File: config.mk
export PLATFORM = sky130hd
export DESIGN_NAME = saes_enc_ctrl_flat
export DESIGN_NICKNAME = d
export VERILOG_FILES = /design/src/rtl/saes_enc_ctrl_if.sv /design/src/rtl/saes_enc_ctrl.sv /design/src/flat_wrapper.sv
export SDC_FILE = /design/constraint.sdc
export NUM_CORES = 1
export LEC_CHECK = 0
export CORE_MARGIN = 3
export CORE_UTILIZATION = 45
export CTS_BUF_LIST = sky130_fd_sc_hd__clkbuf_4 sky130_fd_sc_hd__clkbuf_8
export DETAILED_ROUTE_END_ITERATION = 12
export PLACE_DENSITY = 0.64
export SLEW_MARGIN = 15
export SYNTH_ARGS = -nofsm -noshare
export SYNTH_HDL_FRONTEND = slang
export SYNTH_SLANG_ARGS = --single-unit
File: constraint.sdc
create_clock -name clk -period 4 [get_ports clk]
set_clock_uncertainty 0.05 [all_clocks]
set_input_delay 0.8 -clock clk [delete_from_list [all_inputs] [get_ports clk]]
set_output_delay 0.8 -clock clk [all_outputs]
set_load 0.02 [all_outputs]
File: src/rtl/saes_enc_ctrl_if.sv
// Host-side handshake bundle for the S-AES encryption controller.
// The master drives keys and blocks and consumes results; the slave is the controller.
`timescale 1ns/1ps
interface saes_enc_ctrl_if;
  logic        key_valid;
  logic [15:0] key_in;
  logic        key_ready;
  logic        in_valid;
  logic [15:0] plain_in;
  logic        in_ready;
  logic        out_valid;
  logic        out_ready;
  logic [15:0] cipher_out;
  logic        keys_ok;

  modport master (
    output key_valid, key_in, in_valid, plain_in, out_ready,
    input  key_ready, in_ready, out_valid, cipher_out, keys_ok
  );

  modport slave (
    input  key_valid, key_in, in_valid, plain_in, out_ready,
    output key_ready, in_ready, out_valid, cipher_out, keys_ok
  );
endinterface

File: src/rtl/saes_enc_ctrl.sv
// S-AES encryption controller: two-cycle key expansion on a shared sbox pair, then
// one block per three cycles through a combinational S-AES round datapath.
`timescale 1ns/1ps
module saes_enc_ctrl #(
  parameter logic [7:0] RCON1 = 8'h80,
  parameter logic [7:0] RCON2 = 8'h30
) (
  input logic            clk,
  input logic            rst_n,
  saes_enc_ctrl_if.slave bus
);

  typedef enum logic [2:0] {StIdle, StKexp1, StKexp2, StReady, StCalc, StHold} state_e;

  function automatic logic [3:0] sbox(input logic [3:0] n);
    logic [3:0] s;
    case (n)
      4'h0: s = 4'h9;  4'h1: s = 4'h4;  4'h2: s = 4'hA;  4'h3: s = 4'hB;
      4'h4: s = 4'hD;  4'h5: s = 4'h1;  4'h6: s = 4'h8;  4'h7: s = 4'h5;
      4'h8: s = 4'h6;  4'h9: s = 4'h2;  4'hA: s = 4'h0;  4'hB: s = 4'h3;
      4'hC: s = 4'hC;  4'hD: s = 4'hE;  4'hE: s = 4'hF;  4'hF: s = 4'h7;
    endcase
    return s;
  endfunction

  function automatic logic [15:0] sub16(input logic [15:0] s);
    return {sbox(s[15:12]), sbox(s[11:8]), sbox(s[7:4]), sbox(s[3:0])};
  endfunction

  // Nibble order is s00, s10, s01, s11; shifting row 1 swaps s10 and s11.
  function automatic logic [15:0] shift_rows(input logic [15:0] s);
    return {s[15:12], s[3:0], s[7:4], s[11:8]};
  endfunction

  // GF(2^4) modulo x^4 + x + 1
  function automatic logic [3:0] xtime(input logic [3:0] a);
    return {a[2:0], 1'b0} ^ {2'b00, a[3], a[3]};
  endfunction

  function automatic logic [3:0] mul4(input logic [3:0] a);
    return xtime(xtime(a));
  endfunction

  function automatic logic [15:0] mix_cols(input logic [15:0] s);
    return {s[15:12] ^ mul4(s[11:8]), mul4(s[15:12]) ^ s[11:8],
            s[7:4] ^ mul4(s[3:0]),   mul4(s[7:4]) ^ s[3:0]};
  endfunction

  function automatic logic [15:0] encrypt(input logic [15:0] pt, input logic [15:0] k0,
                                          input logic [15:0] k1, input logic [15:0] k2);
    logic [15:0] r;
    r = shift_rows(sub16(pt ^ k0));
    r = mix_cols(r) ^ k1;
    return shift_rows(sub16(r)) ^ k2;
  endfunction

  state_e      state_q, state_d;
  logic [15:0] key0_q, key0_d, key1_q, key1_d, key2_q, key2_d;
  logic [15:0] plain_q, plain_d, cipher_q, cipher_d;
  logic        keys_ok_q, keys_ok_d;

  logic        key_ready, in_ready, key_fire, blk_fire;
  logic [15:0] exp_src, exp_word;
  logic [7:0]  exp_rcon, exp_sub, exp_hi;
  logic [15:0] enc_out;

  assign key_ready = (state_q == StIdle) || (state_q == StReady);
  // A pending key always beats a pending block.
  assign in_ready  = (state_q == StReady) && !bus.key_valid;
  assign key_fire  = bus.key_valid && key_ready;
  assign blk_fire  = bus.in_valid && in_ready;

  // The sbox pair sees (w0,w1) in KEXP1 and (w2,w3) in KEXP2.
  assign exp_src  = (state_q == StKexp2) ? key1_q : key0_q;
  assign exp_rcon = (state_q == StKexp2) ? RCON2 : RCON1;
  assign exp_sub  = {sbox(exp_src[3:0]), sbox(exp_src[7:4])};
  assign exp_hi   = exp_src[15:8] ^ exp_rcon ^ exp_sub;
  assign exp_word = {exp_hi, exp_hi ^ exp_src[7:0]};

  assign enc_out = encrypt(plain_q, key0_q, key1_q, key2_q);

  always_comb begin
    state_d   = state_q;
    key0_d    = key0_q;
    key1_d    = key1_q;
    key2_d    = key2_q;
    plain_d   = plain_q;
    cipher_d  = cipher_q;
    keys_ok_d = keys_ok_q;
    unique case (state_q)
      StIdle: begin
        if (key_fire) begin
          key0_d    = bus.key_in;
          keys_ok_d = 1'b0;
          state_d   = StKexp1;
        end
      end
      StKexp1: begin
        key1_d  = exp_word;
        state_d = StKexp2;
      end
      StKexp2: begin
        key2_d    = exp_word;
        keys_ok_d = 1'b1;
        state_d   = StReady;
      end
      StReady: begin
        if (key_fire) begin
          key0_d    = bus.key_in;
          keys_ok_d = 1'b0;
          state_d   = StKexp1;
        end else if (blk_fire) begin
          plain_d = bus.plain_in;
          state_d = StCalc;
        end
      end
      StCalc: begin
        cipher_d = enc_out;
        state_d  = StHold;
      end
      StHold: begin
        if (bus.out_ready) state_d = StReady;
      end
      default: state_d = StIdle;
    endcase
  end

  always_ff @(posedge clk or negedge rst_n) begin
    if (!rst_n) begin
      state_q   <= StIdle;
      key0_q    <= '0;
      key1_q    <= '0;
      key2_q    <= '0;
      plain_q   <= '0;
      cipher_q  <= '0;
      keys_ok_q <= 1'b0;
    end else begin
      state_q   <= state_d;
      key0_q    <= key0_d;
      key1_q    <= key1_d;
      key2_q    <= key2_d;
      plain_q   <= plain_d;
      cipher_q  <= cipher_d;
      keys_ok_q <= keys_ok_d;
    end
  end

  assign bus.key_ready  = key_ready;
  assign bus.in_ready   = in_ready;
  assign bus.out_valid  = (state_q == StHold);
  assign bus.cipher_out = cipher_q;
  assign bus.keys_ok    = keys_ok_q;

endmodule

File: src/flat_wrapper.sv
// flat-port wrapper written by rule: the top's interface ports become plain ports
module saes_enc_ctrl_flat 
#(
  parameter logic [7:0] RCON1 = 8'h80,
  parameter logic [7:0] RCON2 = 8'h30
)
  (clk, rst_n, bus_key_valid, bus_key_in, bus_in_valid, bus_plain_in, bus_out_ready, bus_key_ready, bus_in_ready, bus_out_valid, bus_cipher_out, bus_keys_ok);
  saes_enc_ctrl_if bus_i ();
  input logic clk;
  input logic rst_n;
  input wire logic [$bits(bus_i.key_valid)-1:0] bus_key_valid;
  input wire logic [$bits(bus_i.key_in)-1:0] bus_key_in;
  input wire logic [$bits(bus_i.in_valid)-1:0] bus_in_valid;
  input wire logic [$bits(bus_i.plain_in)-1:0] bus_plain_in;
  input wire logic [$bits(bus_i.out_ready)-1:0] bus_out_ready;
  output wire logic [$bits(bus_i.key_ready)-1:0] bus_key_ready;
  output wire logic [$bits(bus_i.in_ready)-1:0] bus_in_ready;
  output wire logic [$bits(bus_i.out_valid)-1:0] bus_out_valid;
  output wire logic [$bits(bus_i.cipher_out)-1:0] bus_cipher_out;
  output wire logic [$bits(bus_i.keys_ok)-1:0] bus_keys_ok;
  assign bus_i.key_valid = bus_key_valid;
  assign bus_i.key_in = bus_key_in;
  assign bus_i.in_valid = bus_in_valid;
  assign bus_i.plain_in = bus_plain_in;
  assign bus_i.out_ready = bus_out_ready;
  assign bus_key_ready = bus_i.key_ready;
  assign bus_in_ready = bus_i.in_ready;
  assign bus_out_valid = bus_i.out_valid;
  assign bus_cipher_out = bus_i.cipher_out;
  assign bus_keys_ok = bus_i.keys_ok;
  saes_enc_ctrl #(.RCON1(RCON1), .RCON2(RCON2)) u_core (.clk(clk), .rst_n(rst_n), .bus(bus_i));
endmodule
==> metrics <==
hold buffers post-CTS=0; Diodes inserted=0; final WL=11830 microns; worst r2r path cells=12; Mapped Cells=581; Resized Gates After CTS=0; largest net degree at the start of global routing=61; Req. time, crit path=4160 ps; I/O pin count=57; vias in the first global route=4019; clock tree sinks=84; Reg-to-Reg Start=u_core.key0_q[1]$_DFFE_PN0P_; R2R Path End=u_core.bus.cipher_out[3]$_DFFE_PN0P_; Core Region=12770 sq um; H-tree depth=3; first-pass GRT wire length=19750 microns; Hold Violations, Final=0; Setup crit end kind=flop; placed cell area=6690 sq um; Worst setup endpoint=u_core.bus.cipher_out[3]$_DFFE_PN0P_; synthesized flop and latch total=84; Final HPWL DP=9287 microns; Total GRT Usage=16.93%; Final Cycle Share=93.46%; area of the die=14600 sq um; average wire per standard cell=14.56 microns; Design Area, Final=6944 sq um; Post-Syn Area=5936 sq um; number of port buffers=56; actual slew at the worst max-slew pin=1067 ps; Min-Delay Path Class=reg -> reg; Via density=5.010; Initial Util=46.47%; YS warnings=0; DR iter-0 viols=250; Cell Rows=41; average size of a mapped cell=10.22 sq um; clk buf depth=2; max frequency=0.2675 GHz; Crit Path Class=reg -> reg; Max FO, Critical Path=6; final setup TNS=0 ps; DR pass1 iterations=4; Rel. slew slack=28.87%; Slew Viols, Final=0; Max-cap violations=0; Tmin final=3738 ps; Die W=120.9 microns; TritonCTS clock tree=done; die height=120.9 microns; global route overflow=0; status=finished clean; Mapped Nets=683; drt drc=0; DR vias=4073; share of layout cells above drive strength 1=14.20%; Worst-Skew Late Latency=370 ps; Nets=738; clk root buf=clkbuf_8; R2R Setup Slk=260 ps; Critical path origin=u_core.key0_q[1]$_DFFE_PN0P_; post-route ant nets=0; initial antenna violation count=0; final setup vio count=0; post-CTS repair timing setup buffer count=0; Worst EP arrival=3900 ps; # fillers=1141; Placer Congestion=0.8100; CTS buffer count=9; Synth cell types=38; startpoint types=flop; Worst-path clk slew=80 ps; sequential fraction of the synthesis area=35.41%; Area Overhead vs Synth=16.99%
## cells in the final DEF (no fill, tap or decap), types with 3 or more instances in the layout
master	synthesis	final
xnor2_1	41	37
a21oi_1	13	13
o21ai_0	60	60
mux2_2	39	39
mux4_1	3	3
buf_4	0	7
clkdlybuf4s50_1	0	55
nor2_1	14	14
ha_1	65	65
dfrtp_1	84	84
nor3_1	11	11
nand3_1	3	3
nand2_1	83	83
a31oi_1	6	6
xnor2_2	8	12
o21ai_1	3	3
xor2_1	27	27
clkbuf_8	0	10
o22ai_1	3	3
mux4_2	5	5
mux2i_1	31	31
inv_1	36	36
xor2_2	6	6
## stage by stage
step / instances / util (%) / setup slack, ps / hold slack, ps
final: 813 / 54.36 / 261.6 / 428.7
after global routing: 813 / 54.36 / -4.250 / 474.2
after CTS: 813 / 54.13 / 45.44 / 440.2
after detailed placement: 797 / 52.38 / 40.14 / 419.9
after global placement: 797 / 52.38 / 244.6 / 413.3
after floorplan: 581 / - / 456.6 / 419.2
## final cells by class
type	count	area, sq um	share of cell area [%]
clock inverter	6	86.33	1.243
inverter	36	135.1	1.946
timing repair buffer	62	603.1	8.685
multi-input combinational	443	3665	52.77
clock buffer	10	137.6	1.982
tap	172	215.2	3.099
sequential	84	2102	30.27
## metal layers
layer	vias up	part of all wire, %	global-route usage, %
met5	-	0	0
met4	0	1.8	5.878
met3	14	3.5	2.704
met2	76	45	25.84
met1	1934	50	24.47
li1	2049	-	-
## worst min path at each step
stage	start	endpoint	slack, ps	depth (start not counted)
3_3_place_gp	u_core.bus.cipher_out[14]$_DFFE_PN0P_	u_core.bus.cipher_out[14]$_DFFE_PN0P_	410	2
2_1_floorplan	u_core.key2_q[0]$_DFFE_PN0P_	u_core.key2_q[0]$_DFFE_PN0P_	420	2
5_1_grt	u_core.key2_q[6]$_DFFE_PN0P_	u_core.key2_q[6]$_DFFE_PN0P_	470	2
3_5_place_dp	u_core.bus.cipher_out[14]$_DFFE_PN0P_	u_core.bus.cipher_out[14]$_DFFE_PN0P_	420	2
4_1_cts	u_core.bus.cipher_out[14]$_DFFE_PN0P_	u_core.bus.cipher_out[14]$_DFFE_PN0P_	440	2
6_report	u_core.bus.cipher_out[14]$_DFFE_PN0P_	u_core.bus.cipher_out[14]$_DFFE_PN0P_	430	2
## flip-flops by register name, summed over array words and instances (netlist names)
name and cells:
u_core.bus.cipher_out 16, u_core.key0_q 16, u_core.key1_q 16, u_core.key2_q 16, u_core.plain_q 16, u_core.state_q 3, u_core.bus.keys_ok 1
## kinds of logic (layout without fill, tap and decap cells)
| logic type | after synthesis | after routing | share of synthesized area [%] |
|---|---|---|---|
| xor gates and xnor gates | 82 | 82 | 13.87 |
| muxes | 78 | 78 | 15.85 |
| AOI/OAI and AO/OA | 94 | 94 | 8.853 |
| and+or+nand+nor | 124 | 124 | 8.874 |
| adders and majority gates | 65 | 65 | 13.70 |
| buffers and inverters | 54 | 114 | 3.436 |
| DFF | 84 | 84 | 35.41 |
## critical path, stage by stage, from the launching register on
cell     delay, ps
dfrtp_1        430
xnor2_2        300
inv_1          150
ha_1           370
mux4_1         530
xor2_1         360
xnor2_2        210
inv_1          130
ha_1           230
or3_1          370
a31oi_1        230
xor2_1         150
o21ai_0         80
## synthesized netlist by cell type
master,n,area share [%]
or3_1,2,0.21
nand3_1,3,0.25
mux4_2,5,1.9
buf_2,1,0.084
nor3b_1,2,0.25
nor2b_1,2,0.21
a22oi_4,1,0.36
o211ai_1,1,0.13
mux2i_1,31,5.2
o21ai_1,3,0.25
or3b_2,2,0.30
nor2_1,14,0.89
o21ai_0,60,5.1
o21bai_1,1,0.13
inv_1,36,2.3
xnor2_1,41,6.0
o21ai_2,1,0.15
nor3_1,11,0.93
o22a_1,1,0.15
nand2_1,83,5.2
a31oi_1,6,0.63
o22ai_2,1,0.21
xnor2_2,8,2.2
clkbuf_1,16,1.0
nor4bb_1,1,0.17
ha_1,65,14
xor2_1,27,4.0
buf_1,1,0.063
a21oi_1,13,1.1
a211oi_1,2,0.25
o22ai_1,3,0.32
nand2b_1,2,0.21
dfrtp_1,84,35
mux4_1,3,1.3
xor2_2,6,1.6
and2_1,2,0.21
mux2_2,39,7.4
o21a_1,1,0.13
Power is left out: the tool's default activity adds up to more than one toggle a clock period on the data nets, which glitch-free logic cannot reach.
